`src/rtl/boot_pkg.sv`:
```
// Shared definitions for the boot sequencer.
// Holds the sequencer state encoding, the memory target encoding and the
// default parameter values used by the sequencer, its bus interface and the
// settle counter.
package boot_pkg;

  localparam int DEF_ADDR_W     = 8;
  localparam int DEF_DATA_W     = 16;
  localparam int DEF_SETTLE_CYC = 4;
  localparam int DEF_WDOG_W     = 16;

  // Memory target selected at segment start.
  localparam logic TGT_IMEM = 1'b0;
  localparam logic TGT_DMEM = 1'b1;

  typedef enum logic [2:0] {
    ST_IDLE   = 3'd0,
    ST_LOAD   = 3'd1,
    ST_ARMED  = 3'd2,
    ST_SETTLE = 3'd3,
    ST_RUN    = 3'd4,
    ST_DONE   = 3'd5,
    ST_ERROR  = 3'd6
  } state_t;

endpackage

```
`src/rtl/boot_sequencer_if.sv`:
```
// Load-stream and memory-write bus of the boot sequencer.
//
// Stream (s_*): a word moves on every rising clock edge where s_valid and
// s_ready are both high. The source holds s_data/s_last stable while s_valid
// is high and s_ready is low; s_valid must not depend on s_ready. s_last
// marks the final word of a segment.
//
// Memory write (imem_we/dmem_we/mem_addr/mem_din): one write per cycle where
// a strobe is high; the two strobes are never high together.
//
// Modports:
//   slave  - the sequencer: consumes the stream, drives the memory write port
//   master - the environment: sources the stream, observes memory writes
interface boot_sequencer_if
  import boot_pkg::*;
#(
  parameter int ADDR_W = DEF_ADDR_W,
  parameter int DATA_W = DEF_DATA_W
);

  logic              s_valid;
  logic              s_ready;
  logic [DATA_W-1:0] s_data;
  logic              s_last;

  logic              imem_we;
  logic              dmem_we;
  logic [ADDR_W-1:0] mem_addr;
  logic [DATA_W-1:0] mem_din;

  modport slave (
    input  s_valid, s_data, s_last,
    output s_ready, imem_we, dmem_we, mem_addr, mem_din
  );

  modport master (
    output s_valid, s_data, s_last,
    input  s_ready, imem_we, dmem_we, mem_addr, mem_din
  );

endinterface

```
`src/rtl/boot_settle_cnt.sv`:
```
// Loadable down-counter with a zero flag.
// Used to time the CPU settle interval and, when the watchdog is built, the
// CPU run budget. The count stops at zero instead of wrapping.
//
// Ports:
//   clock   - rising-edge clock
//   reset   - asynchronous active-low reset (count cleared)
//   load    - load loadVal this cycle (wins over dec)
//   loadVal - value to load
//   dec     - decrement by one when non-zero
//   zero    - count is zero
module boot_settle_cnt #(
  parameter int W = 4
) (
  input  logic         clock,
  input  logic         reset,
  input  logic         load,
  input  logic [W-1:0] loadVal,
  input  logic         dec,
  output logic         zero
);

  logic [W-1:0] count;

  always_ff @(posedge clock or negedge reset) begin
    if (!reset) begin
      count <= '0;
    end else if (load) begin
      count <= loadVal;
    end else if (dec && (count != '0)) begin
      count <= count - 1'b1;
    end
  end

  assign zero = (count == '0);

endmodule

```
`src/rtl/boot_sequencer.sv`:
```
// Boot sequencer: loads program/data segments from a word stream into the
// instruction or data memory, then releases the CPU from reset after a fixed
// settle interval and waits for the CPU to halt.
//
// Optional feature: define BOOT_WATCHDOG_EN to build a run watchdog that ends
// RUN with timeout=1 (CPU held in reset again) when the CPU never halts.
//
// Ports:
//   clock, reset      - clock and asynchronous active-low reset
//   start             - pulse: begin a segment at base_addr into target
//   base_addr, target - segment start address and memory (TGT_IMEM/TGT_DMEM)
//   go                - pulse: finish loading and boot the CPU
//   cpu_halt          - CPU reports it has nothing left to do
//   cpu_reset         - active-high CPU reset
//   busy, done, err, timeout - status flags
//   dbg_state         - current sequencer state
//   bus               - load stream in, memory write port out
module boot_sequencer
  import boot_pkg::*;
#(
  parameter int ADDR_W     = DEF_ADDR_W,
  parameter int DATA_W     = DEF_DATA_W,
  parameter int SETTLE_CYC = DEF_SETTLE_CYC,
  parameter int WDOG_W     = DEF_WDOG_W
) (
  input  logic              clock,
  input  logic              reset,
  input  logic              start,
  input  logic [ADDR_W-1:0] base_addr,
  input  logic              target,
  input  logic              go,
  input  logic              cpu_halt,
  output logic              cpu_reset,
  output logic              busy,
  output logic              done,
  output logic              err,
  output logic              timeout,
  output state_t            dbg_state,
  boot_sequencer_if.slave   bus
);

  localparam logic [ADDR_W-1:0] ADDR_MAX = '1;

  // SETTLE lasts SETTLE_CYC cycles: the counter is loaded with SETTLE_CYC-1
  // on entry and RUN is taken in the cycle it reads zero.
  localparam int SET_W = (SETTLE_CYC > 1) ? $clog2(SETTLE_CYC) : 1;
  localparam logic [SET_W-1:0] SET_LOAD =
    (SETTLE_CYC > 1) ? SET_W'(SETTLE_CYC - 1) : '0;

  state_t            state;
  logic [ADDR_W-1:0] addrQ;
  logic              tgtQ;
  logic              sReadyQ;

  logic xfer;
  logic startAccepted;
  logic settleLoad;
  logic settleZero;
  logic runEntry;
  logic wdogZero;

  // Writes go straight from the handshake to the memory port, no buffering.
  assign xfer         = bus.s_valid & sReadyQ;
  assign bus.s_ready  = sReadyQ;
  assign bus.imem_we  = xfer & (tgtQ == TGT_IMEM);
  assign bus.dmem_we  = xfer & (tgtQ == TGT_DMEM);
  assign bus.mem_addr = xfer ? addrQ : '0;
  assign bus.mem_din  = xfer ? bus.s_data : '0;

  assign dbg_state = state;

  // start is honoured everywhere except while a segment or boot is running;
  // in ARMED it takes priority over a simultaneous go.
  assign startAccepted = start &&
    ((state == ST_IDLE) || (state == ST_ARMED) ||
     (state == ST_DONE) || (state == ST_ERROR));
  assign settleLoad = go && !start &&
    ((state == ST_IDLE) || (state == ST_ARMED));
  assign runEntry   = (state == ST_SETTLE) && settleZero;

  boot_settle_cnt #(.W(SET_W)) uSettle (
    .clock   (clock),
    .reset   (reset),
    .load    (settleLoad),
    .loadVal (SET_LOAD),
    .dec     (state == ST_SETTLE),
    .zero    (settleZero)
  );

`ifdef BOOT_WATCHDOG_EN
  // Run budget of 2^WDOG_W-1 cycles: loaded with all-ones minus one on RUN
  // entry, so the zero flag is seen in the last allowed RUN cycle.
  localparam logic [WDOG_W-1:0] WDOG_LOAD = {{(WDOG_W-1){1'b1}}, 1'b0};

  boot_settle_cnt #(.W(WDOG_W)) uWdog (
    .clock   (clock),
    .reset   (reset),
    .load    (runEntry),
    .loadVal (WDOG_LOAD),
    .dec     (state == ST_RUN),
    .zero    (wdogZero)
  );
`else
  assign wdogZero = 1'b0;
`endif

  always_ff @(posedge clock or negedge reset) begin
    if (!reset) begin
      state     <= ST_IDLE;
      addrQ     <= '0;
      tgtQ      <= TGT_IMEM;
      sReadyQ   <= 1'b0;
      cpu_reset <= 1'b1;
      busy      <= 1'b0;
      done      <= 1'b0;
      err       <= 1'b0;
      timeout   <= 1'b0;
    end else if (startAccepted) begin
      state     <= ST_LOAD;
      addrQ     <= base_addr;
      tgtQ      <= target;
      sReadyQ   <= 1'b1;
      cpu_reset <= 1'b1;
      busy      <= 1'b1;
      done      <= 1'b0;
      err       <= 1'b0;
      timeout   <= 1'b0;
    end else begin
      unique case (state)
        ST_IDLE: begin
          if (go) begin
            state <= ST_SETTLE;
            busy  <= 1'b1;
          end
        end
        ST_LOAD: begin
          if (xfer) begin
            if (bus.s_last) begin
              state   <= ST_ARMED;
              sReadyQ <= 1'b0;
            end else if (addrQ == ADDR_MAX) begin
              // Top address written without s_last: the segment overruns.
              state   <= ST_ERROR;
              sReadyQ <= 1'b0;
              busy    <= 1'b0;
              err     <= 1'b1;
            end
            if (addrQ != ADDR_MAX) begin
              addrQ <= addrQ + 1'b1;
            end
          end
        end
        ST_ARMED: begin
          if (go) begin
            state <= ST_SETTLE;
          end
        end
        ST_SETTLE: begin
          if (settleZero) begin
            state     <= ST_RUN;
            cpu_reset <= 1'b0;
          end
        end
        ST_RUN: begin
          if (cpu_halt) begin
            state <= ST_DONE;
            busy  <= 1'b0;
            done  <= 1'b1;
          end else if (wdogZero) begin
            state     <= ST_DONE;
            busy      <= 1'b0;
            done      <= 1'b1;
            timeout   <= 1'b1;
            cpu_reset <= 1'b1;
          end
        end
        default: begin
          // DONE and ERROR hold until start.
        end
      endcase
    end
  end

endmodule

```
`src/flat_wrapper.sv`:
```
// flat-port wrapper written by rule: the top's interface ports become plain ports
module boot_sequencer_flat import boot_pkg::*;
#(
  parameter int ADDR_W     = DEF_ADDR_W,
  parameter int DATA_W     = DEF_DATA_W,
  parameter int SETTLE_CYC = DEF_SETTLE_CYC,
  parameter int WDOG_W     = DEF_WDOG_W
)
  (clock, reset, start, base_addr, target, go, cpu_halt, cpu_reset, busy, done, err, timeout, dbg_state, bus_s_valid, bus_s_data, bus_s_last, bus_s_ready, bus_imem_we, bus_dmem_we, bus_mem_addr, bus_mem_din);
  boot_sequencer_if #(.ADDR_W(ADDR_W), .DATA_W(DATA_W)) bus_i ();
  input  logic clock;
  input  logic reset;
  input  logic start;
  input  logic [ADDR_W-1:0] base_addr;
  input  logic target;
  input  logic go;
  input  logic cpu_halt;
  output logic cpu_reset;
  output logic busy;
  output logic done;
  output logic err;
  output logic timeout;
  output state_t dbg_state;
  input wire logic [$bits(bus_i.s_valid)-1:0] bus_s_valid;
  input wire logic [$bits(bus_i.s_data)-1:0] bus_s_data;
  input wire logic [$bits(bus_i.s_last)-1:0] bus_s_last;
  output wire logic [$bits(bus_i.s_ready)-1:0] bus_s_ready;
  output wire logic [$bits(bus_i.imem_we)-1:0] bus_imem_we;
  output wire logic [$bits(bus_i.dmem_we)-1:0] bus_dmem_we;
  output wire logic [$bits(bus_i.mem_addr)-1:0] bus_mem_addr;
  output wire logic [$bits(bus_i.mem_din)-1:0] bus_mem_din;
  assign bus_i.s_valid = bus_s_valid;
  assign bus_i.s_data = bus_s_data;
  assign bus_i.s_last = bus_s_last;
  assign bus_s_ready = bus_i.s_ready;
  assign bus_imem_we = bus_i.imem_we;
  assign bus_dmem_we = bus_i.dmem_we;
  assign bus_mem_addr = bus_i.mem_addr;
  assign bus_mem_din = bus_i.mem_din;
  boot_sequencer #(.ADDR_W(ADDR_W), .DATA_W(DATA_W), .SETTLE_CYC(SETTLE_CYC), .WDOG_W(WDOG_W)) u_core (.clock(clock), .reset(reset), .start(start), .base_addr(base_addr), .target(target), .go(go), .cpu_halt(cpu_halt), .cpu_reset(cpu_reset), .busy(busy), .done(done), .err(err), .timeout(timeout), .dbg_state(dbg_state), .bus(bus_i));
endmodule
```
`config.mk`:
```
export PLATFORM = sky130hd
export DESIGN_NAME = boot_sequencer_flat
export DESIGN_NICKNAME = d
export VERILOG_FILES = /design/src/rtl/boot_pkg.sv /design/src/rtl/boot_sequencer_if.sv /design/src/rtl/boot_settle_cnt.sv /design/src/rtl/boot_sequencer.sv /design/src/flat_wrapper.sv
export SDC_FILE = /design/constraint.sdc
export NUM_CORES = 1
export LEC_CHECK = 0
export BUFFER_PORTS_ARGS = -buffer_cell sky130_fd_sc_hd__buf_4
export CAP_MARGIN = 10
export CORE_MARGIN = 3
export CORE_UTILIZATION = 51
export CTS_CLUSTER_SIZE = 16
export DETAILED_ROUTE_END_ITERATION = 7
export PLACE_DENSITY = 0.86
export SETUP_SLACK_MARGIN = 0.15
export SLEW_MARGIN = 20
export SYNTH_ARGS = -nofsm -noshare
export SYNTH_HDL_FRONTEND = slang
export SYNTH_SLANG_ARGS = --single-unit
```
`constraint.sdc`:
```
create_clock -name clock -period 5.4 [get_ports clock]
set_input_delay 0.81 -clock clock [delete_from_list [all_inputs] [get_ports clock]]
set_output_delay 0.81 -clock clock [all_outputs]
set_load 0.05 [all_outputs]
```
* Yosys cells after proc, flatten, opt, wreduce, memory -nomap -nowiden
Cells that the tools add are included.
** Storage, ports and cells
- Register bits after elaboration :: 19
- Input bits :: 32
- Output and inout bits :: 35
- Word-level logic and storage cells :: 101
** Cells by class
- Add/subtract/negate cells :: 2
- Equal/unequal tests :: 17
- Mux-type cells :: 38
- Bitwise logic cells :: 4
- Reductions and logical operators :: 31
** Operator list (number)
- 2-to-1 mux 8 bit :: 5
- 2-to-1 mux 1 bit :: 21
- 2-to-1 mux 3 bit :: 7
- nonzero test 2 bit :: 10
- 2-to-1 mux 16 bit :: 1
- inequality test 3 x 1 -> 1 bit (second input constant) :: 4
- one-hot mux 3 bit (4 select lines) :: 1
- AND reduction 6 bit :: 2
- == test 3 bit (second input constant) :: 3
- inequality test 3 x 2 -> 1 bit (second input constant) :: 3
- adder 8 x 1 -> 8 bit (second input constant) :: 1
- == test 8 bit (second input constant) :: 1
- inequality test 8 bit (second input constant) :: 1
- == test 3 x 2 -> 1 bit (second input constant) :: 2
- AND reduction 3 bit :: 2
- nonzero test 5 bit :: 1
- logical AND 1 bit :: 4
- 2-to-1 mux 2 bit :: 2
- inequality test 4 x 2 -> 1 bit (second input constant) :: 1
- AND reduction 2 bit :: 2
- AND reduction 4 bit :: 1
- nonzero test 4 bit :: 1
- AND 1 bit :: 3
- == test 3 x 1 -> 1 bit (second input constant) :: 1
- other kinds (10) :: 12

* Depth between registers and ports, before layout
Gate-level depths: netlist (run 1).
- Depth in word-level cells :: 7
- Depth in mapped cells :: 6
- Depth with buffers taken out :: 6

* Cells and area by module
Synthesis (run 1) repeated with hierarchy kept, for this count alone.
** Unflattened totals
- Cell total of the unflattened synthesis :: 174
- Area, all modules :: 1412.6 um2
** Modules (own cells, without submodules)
- boot_sequencer :: instances 1, cells an instance 162, area each 1281.2 um2, seq. area each 426.7 um2
- boot_settle_cnt :: instances 1, cells an instance 12, area each 131.4 um2, seq. area each 50.0 um2

* Worst setup path before layout (run 1)
Ideal clock, no wire load.
- Kind :: input to output
- Start point :: input port bus_s_valid
- End point :: output port bus_imem_we
- Arrival :: 1732 ps
- Required time :: 4590 ps
- Path slack :: 2858 ps
- Stages :: 3
- Path buffers :: 1
- Path through :: clkbuf_2 nand2_1 nor2_1
** On the way
- Word-level cells in the longest chain between the ends :: 2
** Ends and longest elaborated chain
- start, declared :: line flat_wrapper.sv:24 : input wire logic [$bits(bus_i.s_valid)-1:0] bus_s_valid;
- AND 1 bit :: line boot_sequencer.sv:63 : assign xfer = bus.s_valid & sReadyQ;
- AND 1 bit :: line boot_sequencer.sv:65 : assign bus.imem_we = xfer & (tgtQ == TGT_IMEM);
- end, declared :: line flat_wrapper.sv:28 : output wire logic [$bits(bus_i.imem_we)-1:0] bus_imem_we;
Every way passes these cells.

* Worst setup path after layout (run 1)
- Start point :: register u_core.sReadyQ (netlist: u_core.bus.s_ready)
- End point :: output port bus_imem_we
** On the way
- Word-level cells in the longest chain between the ends :: 2
** Ends and longest elaborated chain
- start, declared :: line boot_sequencer.sv:53 : logic sReadyQ;
- start signal, assigned :: line boot_sequencer.sv:112 : sReadyQ <= 1'b0;
- start signal, assigned :: line boot_sequencer.sv:122 : sReadyQ <= 1'b1;
- start signal, assigned :: line boot_sequencer.sv:140 : sReadyQ <= 1'b0;
- AND 1 bit :: line boot_sequencer.sv:63
- AND 1 bit :: line boot_sequencer.sv:65
Every way passes these cells.

==> results of run 1 <==
==> per-layer routing <==
| layer | wire (um) | track usage (%) |
|---|---|---|
| met5 | 0 | 0 |
| met4 | 40 | 8.18 |
| met3 | 258 | 2.73 |
| met2 | 2210 | 39.3 |
| met1 | 1620 | 28.1 |
==> synth_stat cells (all sizes together), types with 2 or more instances <==
master,instances
nand2b,5
ha,2
nand2,9
and3,27
xor2,3
nor4,3
mux2,11
buf,9
o211ai,3
nand3b,2
a21oi,10
a211oi,3
or3,2
dfrtp,18
nand4b,2
o22ai,3
o21a,4
xnor2,3
inv,5
nor2,7
o2111ai,2
o21ai,4
clkbuf,7
nand4,2
nand3,3
==> registers in the layout, indices dropped and copies added, names as in the netlist <==
name	count
u_core.busy	1
u_core.uSettle.count	2
u_core.addrQ	8
u_core.err	1
u_core.tgtQ	1
u_core.cpu_reset	1
u_core.bus.s_ready	1
u_core.done	1
u_core.dbg_state	3
==> cells by family (layout without fill, tap and decap cells) <==
kind of cell	after synthesis	count (layout)	synth area share [%]
fa+ha+maj	2	2	1.60
mux	12	12	10.7
other cells	1	1	0.239
simple gates	68	68	27.1
xor+xnor	6	6	3.35
buf+inv	21	74	7.42
flops	19	19	30.4
compound gates	40	40	19.2
==> power groups by stage <==
stage / combinational (W) / clock, W / sequential, W
after floorplan: 0.000618 / 0 / 0.000356
after global placement: 0.000777 / 0 / 0.000347
after detailed placement: 0.000797 / 0 / 0.000356
after CTS: 0.000801 / 0.0000773 / 0.000352
after global routing: 0.000859 / 0.0000825 / 0.000373
final: 0.000798 / 0.0000730 / 0.000357
==> worst max path at each step <==
stage	slack, ps	endpoint	cells after the start	start
3_3_place_gp	3120	bus_imem_we	4	bus_s_valid
5_1_grt	2800	bus_imem_we	3	u_core.bus.s_ready
6_report	2890	bus_imem_we	3	u_core.bus.s_ready
4_1_cts	2890	bus_imem_we	3	u_core.bus.s_ready
2_1_floorplan	2860	bus_imem_we	3	bus_s_valid
3_5_place_dp	3050	bus_imem_we	4	bus_s_valid
==> final cells by class <==
class	count	area [um^2]
multi-input combinational	129	975
fill	225	830
timing repair buffer	65	488
sequential	19	477
tap	31	38.8
clock buffer	4	26.3
inverter	5	18.8
==> per-stage QoR <==
stage	util (%)	hold slack [ps]
after floorplan	-	496
after global placement	70.0	479
after detailed placement	70.0	494
after CTS	70.9	364
after global routing	70.9	366
final	70.9	372
==> results.md, run 1 <==
* # port buffers at between 60 and 70
* H-tree levels at 1
* Post-Layout Cell Count at between 200 and 300
* P per Cell Area at ~610 mW/mm^2
* Fmax at 0.398 GHz
* Tmin final at 2510 ps
* Gate power share at 65.0%
* Fin nets at 257
* Placed cells at 249
* Area leader, netlist: dfrtp_1
* CTS Hold Buffers Added at 0
* Largest net degree at the start of global routing at 31
* Lkg Pwr at 1.03 nW
* Number of buffers created by CTS at 3
* RSZ-0062 raised after global routing: false
* Initial Utilization at 55.0%
* Max_cap viols at 0
* Worst r2r path cells at 4
* CP arrival at approximately 1700 ps
* Clk_lat worst skew at 290 ps
* Vias post-DR at 1530
* Final setup viols at 0
* DIE WIDTH at 61.4 um
* Most common cell after layout, fill and taps aside: buf_4
* Routed vias/inst at around 6
* Pint at 0.000579 W
* Placed cell area at 0.00200 mm^2
* DRC Markers at 0
* Total GRT Usage at 22.4%
* Setup TNS at 0 ps
* Gate Count Post-Synth at 169
* Area contributors post-synth: dfrtp_1 (29%), and3_1 (11%), mux2_4 (8.6%), a21oi_1 (3.2%), nand2_1 (2.2%)
* First-pass DRT Iterations at 4
* Worst reg2reg startpoint: u_core.dbg_state[2]
* Number of DRC markers in iteration 0 at 84
* ANT cells at 0
* First-pass GRT wire length at 6410 um
* Layout cells sized above 1 at 39.2%
* CP max stage cell: dfrtp_1
* Yosys cell types at 52
* RR Endpoint: u_core.addrQ[0]
* Sequential power share at 29.1%
* Post-synth top area share at 28.7%
* Worst VDD drop at 363 uV
* Die Y at 61.4 um
* Cell area after layout at 0.00202 mm^2
* CP Class: flop to primary output
* Total core area at 0.00285 mm^2
* Post-CTS Resized at 0
* Worst Path Buf+Inv at 1
* Crit. End Element: primary output
* CTS tree: yes
* CP Cell Sequence: nand2_1 -> nor2_1 -> buf_4
* Final WL at 4120 um
* Top cell family by delay on the critical path: flip-flops
* Number of synthesized register bits at 19
* Number of global-route vias before repair at approximately 1400
* Flop2flop setup slack at 3240 ps
* Total Die Area at 0.00378 mm^2
* Top FF cell, synth: dfrtp_1
* Tightest Hold Check Type: input port to async pin
* Initial antenna violation count at 0
* EDFF count, synth at 0
* Clock Sinks at 19
* CTS Root Cell: clkbuf_4
* Tcrit/Tclk final at 46.5%
* Pre-CTS WS at 3050 ps
* FP Rows at 19
* Net Sw Frac at 52.9%
* Clock-pin slew on the worst setup and hold paths at roughly 110 ps
* Seq/Total Area, Yosys at a little under a third
* Post-route ant nets at 0
* # IOs at 67
* Post-CTS setup buffer count at 0
* Total chip power at 0.00123 W
* WP data required at 4590 ps
* GRT overflow at 0
* Detailed Place HPWL at 3080 um
* CP max FO at 30
* Clock skew at 1.71 ps
* Fin. Hold Viols at 0
* CP peak stage delay at ~840 ps
* Ys Warns at 0
* Syn Area/Cell at 9.28 um^2
* Final Worst Setup Slack at 2890 ps
* Cell area after synthesis at approximately 0.0016 mm^2
* Avg WL per Cell at 16.3 um
* Outcome: finished clean
* FFs w/ async S/R, synth at 100%
* Switching Power at 0.000649 W
* Post-Syn Nets at between 200 and 250
* Max transition margin at 50.3%
* Startpoint types: flop
* Clock buffer depth at 2
* Routability Congestion at 0.871
* Most frequent cells in the layout: buf_4 (65), and3_1 (27), dfrtp_1 (18)
* Clock network power share at about 5.9%
* Synthesis-to-finish area growth at 29.1%
* Final Max Slew Viols at 0
* Worst-Margin Slew at about 750 ps
Note: power is estimated with default switching activity, not from simulation.
==> run 2: changes to the inputs <==
--- a/config.mk
+++ b/config.mk
@@ -8,10 +8,10 @@
 export BUFFER_PORTS_ARGS = -buffer_cell sky130_fd_sc_hd__buf_4
 export CAP_MARGIN = 10
 export CORE_MARGIN = 3
-export CORE_UTILIZATION = 51
+export CORE_UTILIZATION = 43
 export CTS_CLUSTER_SIZE = 16
 export DETAILED_ROUTE_END_ITERATION = 7
-export PLACE_DENSITY = 0.86
+export PLACE_DENSITY = 0.77
 export SETUP_SLACK_MARGIN = 0.15
 export SLEW_MARGIN = 20
 export SYNTH_ARGS = -nofsm -noshare
==> constraint.sdc (replaced) <==
create_clock -name clock -period 2.05 [get_ports clock]
set_input_delay 0.3075 -clock clock [delete_from_list [all_inputs] [get_ports clock]]
set_output_delay 0.3075 -clock clock [all_outputs]
set_load 0.05 [all_outputs]
==> results.md, run 2 (synthesis results as in run 1) <==
* Post-CTS Resized at 0 (unchanged)
* Final setup viols at 0 (unchanged)
* Lkg Pwr at 1.06 nW (was 1.03 nW)
* CP Class: flop to flop (was flop to primary output)
* Max FFs per register at 8 (unchanged)
* WP data required at 2260 ps (was 4590 ps)
* Die Y at 66.4 um (was 61.4 um)
* Synthesis-to-finish area growth at 34.2% (was 29.1%)
* Clock-pin slew on the worst setup and hold paths at 120 ps (was 110 ps)
* Multi-input logic area at 977 um^2 (was 975 um^2)
* Vias post-DR at 1487 (was 1530)
* FP Rows at 21 (was 19)
* Layout cells sized above 1 at 42.4% (was 39.2%)
* DRC Markers at 0 (unchanged)
* Sequential Area at 479 um^2 (was 477 um^2)
* DIE WIDTH at 66.4 um (was 61.4 um)
* P per Cell Area at 1580 mW/mm^2 (was 607 mW/mm^2)
* Fin nets at 264 (was 257)
* GRT overflow at 0 (unchanged)
* Final WL at 4140 um (was 4120 um)
* Most frequent cells in the layout: buf_4 (71), and3_1 (27), dfrtp_1 (16) (was buf_4 (65), and3_1 (27), dfrtp_1 (18))
* Post-route ant nets at 0 (unchanged)
* Crit. End Element: flop (was primary output)
* Startpoint types: flop (unchanged)
* Tightest Hold Check Type: input port to flop (was input port to async pin)
* Worst VDD drop at 894 uV (was 363 uV)
* Detailed Place HPWL at 3170 um (was 3080 um)
* First-pass DRT Iterations at 4 (unchanged)
* Final Max Slew Viols at 0 (unchanged)
* Number of buffers created by CTS at 3 (unchanged)
* Most common cell after layout, fill and taps aside: buf_4 (unchanged)
* Filler cells at 329 (was 225)
* Biggest register: u_core.addrQ (unchanged)
* Hold slack at 216 ps (was 372 ps)
* CTS Root Cell: clkbuf_4 (unchanged)
* Initial antenna violation count at 0 (unchanged)
* ANT cells at 0 (unchanged)
* First-pass GRT wire length at 6640 um (was 6410 um)
* Post-CTS setup buffer count at 0 (unchanged)
* Avg WL per Cell at 15.1 um (was 16.3 um)
* Number of DRC markers in iteration 0 at 67 (was 84)
* # port buffers at 65 (unchanged)
* Setup TNS at 0 ps (unchanged)
* Fin. Hold Viols at 0 (unchanged)
* Max_cap viols at 0 (unchanged)
* Clk_lat worst skew at 310 ps (was 290 ps)
* Number of global-route vias before repair at 1346 (was 1398)
* Clock buffer depth at 2 (unchanged)
* CTS tree: yes (unchanged)
* Initial Utilization at 45.9% (was 55.0%)
* # IOs at 67 (unchanged)
* CP max FO at 6 (was 30)
* Clock Sinks at 19 (unchanged)
* CP arrival at 1990 ps (was 1700 ps)
* Fmax at approximately 0.56 GHz
* Outcome: finished clean (unchanged)
* RSZ-0062 raised after global routing: false (unchanged)
* Total core area at 0.00342 mm^2 (was 0.00285 mm^2)
* Clock skew at 5.38 ps (was 1.71 ps)
* H-tree levels at 1 (unchanged)
* Total GRT Usage at 19.2% (was 22.4%)
* Tcrit/Tclk final at 86.6%
* Routed vias/inst at 5.41 (was 6.05)
* Total Die Area at 0.00441 mm^2 (was 0.00378 mm^2)
* Tmin final at 1780 ps
* Largest net degree at the start of global routing at 27 (was 31)
* Routability Congestion at 0.823 (was 0.871)
-- run 2: cell count changes in the layout (fill, tap and decap cells not counted), sizes merged --
cell / before / now
dlygate4sd3: 0 / 1
clkbuf: 4 / 3
buf: 65 / 71
clkinv: 0 / 1
-- run 2: power breakdown --
part	switching [W]	total [W]	internal (W)
registers	0.000255	0.000821	0.000567
clock network	0.000129	0.000202	0.0000730
logic	0.00135	0.00230	0.000946
-- run 2: worst max-delay path, stage by stage, from the launching register on --
cell	delay [ps]
dfrtp_1	430
ha_1	260
and3_1	250
a2111oi_4	380
xor2_1	100
mux2_4	260
-- run 2: layout make-up --
class | count | share of cell area (%)
multi-input combinational | 129 | 46.5
timing repair buffer | 72 | 25.8
sequential | 19 | 22.8
tap | 46 | 2.74
clock buffer | 3 | 1.07
inverter | 5 | 0.892
clock inverter | 1 | 0.238
-- run 2: layer usage --
metal	vias up	share of wire, %	global-route usage [%]
met1	704	44	25.8
met4	0	0.60	3.05
met3	4	4.6	3.74
li1	745	-	-
met5	-	0	0
met2	34	51	32.2
-- run 2: repair_timing --
item / in CTS / in global routing
hold buffers: 1 / 0
hold endpoints to repair: 18 / 0
endpoints found under the setup margin: 0 / 0
-- run 2: metrics by stage --
stage | utilization (%) | instances | setup slack (ps) | total power, W | area [um^2]
after floorplan | - | 169 | 109 | 0.00257 | 1570
after detailed placement | 60.5 | 270 | 292 | 0.00312 | 2070
final | 61.6 | 275 | 274 | 0.00332 | 2100
after global placement | 60.5 | 270 | 305 | 0.00309 | 2070
after global routing | 61.6 | 275 | 160 | 0.00355 | 2100
after CTS | 61.6 | 275 | 276 | 0.00333 | 2100
-- run 2: final timing paths --
path,startpoint,to,slack (ps),cells past startpoint
worst min-delay path,base_addr[2],u_core.addrQ[2],220,2
worst max-delay path,u_core.addrQ[0],u_core.addrQ[5],270,5
worst min register to register,u_core.err,u_core.err,510,1
max in group asynchronous,reset,u_core.cpu_reset,1380,2
worst max register to register,u_core.addrQ[0],u_core.addrQ[5],270,5
min in group asynchronous,reset,u_core.addrQ[6],400,2
==> run 3: changes to the inputs <==
--- a/config.mk
+++ b/config.mk
@@ -12,6 +12,7 @@
 export CTS_CLUSTER_SIZE = 16
 export DETAILED_ROUTE_END_ITERATION = 7
 export PLACE_DENSITY = 0.77
+export RECOVER_POWER = 100
 export SETUP_SLACK_MARGIN = 0.15
 export SLEW_MARGIN = 20
 export SYNTH_ARGS = -nofsm -noshare
==> results.md, run 3 (synthesis results as in run 1) <==
* Outcome: finished clean (unchanged)
* First-pass GRT wire length at 6640 um (unchanged)
* Tmin final at 1850 ps (was 1780 ps)
* Post-CTS setup buffer count at 0 (unchanged)
* Max_cap viols at 0 (unchanged)
* RR Endpoint: u_core.uSettle.count[0] (was u_core.addrQ[5])
* Lkg Pwr at 0.979 nW (was 1.06 nW)
* Routability Congestion at 0.823 (unchanged)
* Fin util at 58.0% (was 61.6%)
* Max transition margin at 30.3%
* WP data required at 2260 ps (about the same)
* Die Y at 66.4 um (unchanged)
* Setup TNS at 0 ps (unchanged)
* Synthesis-to-finish area growth at 26.4% (was 34.2%)
* Post-route ant nets at 0 (unchanged)
* Clock Sinks at 19 (unchanged)
* CTS Root Cell: clkbuf_4 (unchanged)
* Clock buffer depth at 2 (unchanged)
* Initial Utilization at 45.9% (unchanged)
* Hold-critical path depth at 2 (unchanged)
* Worst reg2reg startpoint: u_core.dbg_state[1] (was u_core.addrQ[0])
* Clk_lat worst skew at 310 ps (about the same)
* Avg WL per Cell at 15.0 um (was 15.1 um)
* Placed cell area at 0.00207 mm^2 (unchanged)
* Vias post-DR at 1499 (was 1487)
* Fin. Hold Viols at 0 (unchanged)
* Total Die Area at 0.00441 mm^2 (unchanged)
* Worst-Margin Slew at 1050 ps
* Total core area at 0.00342 mm^2 (unchanged)
* Hold Path End: u_core.addrQ[3] (was u_core.addrQ[2])
* Startpoint types: flop (unchanged)
* Clock skew at 4.81 ps (was 5.38 ps)
* Fmax at 0.540 GHz (was 0.563 GHz)
* Final setup viols at 0 (unchanged)
* Layout cells sized above 1 at 34.9% (was 42.4%)
* Number of DRC markers in iteration 0 at 66 (was 67)
* # port buffers at 65 (unchanged)
* Most common cell after layout, fill and taps aside: buf_4 (unchanged)
* Worst r2r path cells at 5 (unchanged)
* Fin nets at 264 (unchanged)
* Total GRT Usage at 19.2% (unchanged)
* Final Max Slew Viols at 0 (unchanged)
* Max FFs per register at 8 (unchanged)
* Total chip power at 0.00310 W (was 0.00332 W)
* First-pass DRT Iterations at 4 (unchanged)
* Tightest Hold Check Type: input port to flop (unchanged)
* Number of global-route vias before repair at 1346 (unchanged)
* Number of buffers created by CTS at 3 (unchanged)
* Routed vias/inst at 5.45 (was 5.41)
* CP arrival at 2060 ps (was 1990 ps)
* GRT overflow at 0 (unchanged)
* Cell area after layout at 0.00198 mm^2 (was 0.00210 mm^2)
* RSZ-0062 raised after global routing: false (unchanged)
* CP Class: flop to flop (unchanged)
* Biggest register: u_core.addrQ (unchanged)
* Most frequent cells in the layout: buf_4 (38), and3_1 (27), clkbuf_2 (25) (was buf_4 (71), and3_1 (27), dfrtp_1 (16))
* Detailed Place HPWL at 3170 um (unchanged)
* Largest net degree at the start of global routing at 27 (unchanged)
* Post-Layout Cell Count at 275 (unchanged)
* DIE WIDTH at 66.4 um (unchanged)
* Hold Crit Start: base_addr[3] (was base_addr[2])
* P per Cell Area at 1560 mW/mm^2 (was 1580 mW/mm^2)
* Flop2flop setup slack at 200 ps (was 270 ps)
* # IOs at 67 (unchanged)
* Post-CTS Resized at 0 (unchanged)
* Placed cells at 270 (unchanged)
* Initial antenna violation count at 0 (unchanged)
* DRC Markers at 0 (unchanged)
* Crit. End Element: flop (unchanged)
* Final WL at 4110 um (was 4140 um)
* Tcrit/Tclk final at 90.3% (was 86.6%)
* CP max FO at 14 (was 6)
* H-tree levels at 1 (unchanged)
* CTS tree: yes (unchanged)
* Worst VDD drop at 869 uV (was 894 uV)
* FP Rows at 21 (unchanged)
* Clock-pin slew on the worst setup and hold paths at 120 ps (about the same)
* ANT cells at 0 (unchanged)
-- run 3: worst max path at each step --
stage | startpoint | to | cells past startpoint
floorplan | u_core.bus.s_ready | u_core.addrQ[6] | 5
global placement | u_core.addrQ[0] | u_core.addrQ[5] | 5
detailed placement | u_core.addrQ[0] | u_core.addrQ[5] | 5
CTS | u_core.addrQ[0] | u_core.addrQ[5] | 5
global route | u_core.dbg_state[1] | u_core.uSettle.count[0] | 5
finish | u_core.dbg_state[1] | u_core.uSettle.count[0] | 5
-- run 3: cell type report --
class	count	area, um^2
sequential	19	477
multi-input combinational	129	951
fill	346	1430
clock inverter	1	5.00
timing repair buffer	72	450
tap	46	57.6
clock buffer	3	22.5
inverter	5	18.8
-- run 3: report_power, final --
part           internal [W]  leakage [nW]  switching [W]
clock network     0.0000729        0.0177       0.000129
registers          0.000562         0.223       0.000252
logic              0.000750         0.739        0.00133
total               0.00139         0.979        0.00171
-- run 3: layer usage --
layer	vias up	global-route usage, %	part of all wire (%)
met5	-	0	0
met2	36	32.2	51
li1	749	-	-
met3	4	3.74	4.7
met4	0	3.05	0.61
met1	710	25.8	44
-- run 3: timing repair --
item	in CTS	in global routing
endpoints found under the setup margin	0	0
endpoints found under the hold margin	18	0
hold buffers	1	0
-- run 3: per-stage QoR --
stage | hold WS, ps | worst slack, ps
after global routing | 190 | 86.8
final | 202 | 198
after global placement | 198 | 305
after detailed placement | 200 | 292
after CTS | 211 | 276
after floorplan | 11.9 | 109
-- run 3: worst max-delay path: stages (launching register included) --
cell,delay [ps]
dfrtp_1,530
clkbuf_1,500
nand2b_1,270
o21ai_0,230
o211ai_1,120
o21a_1,110
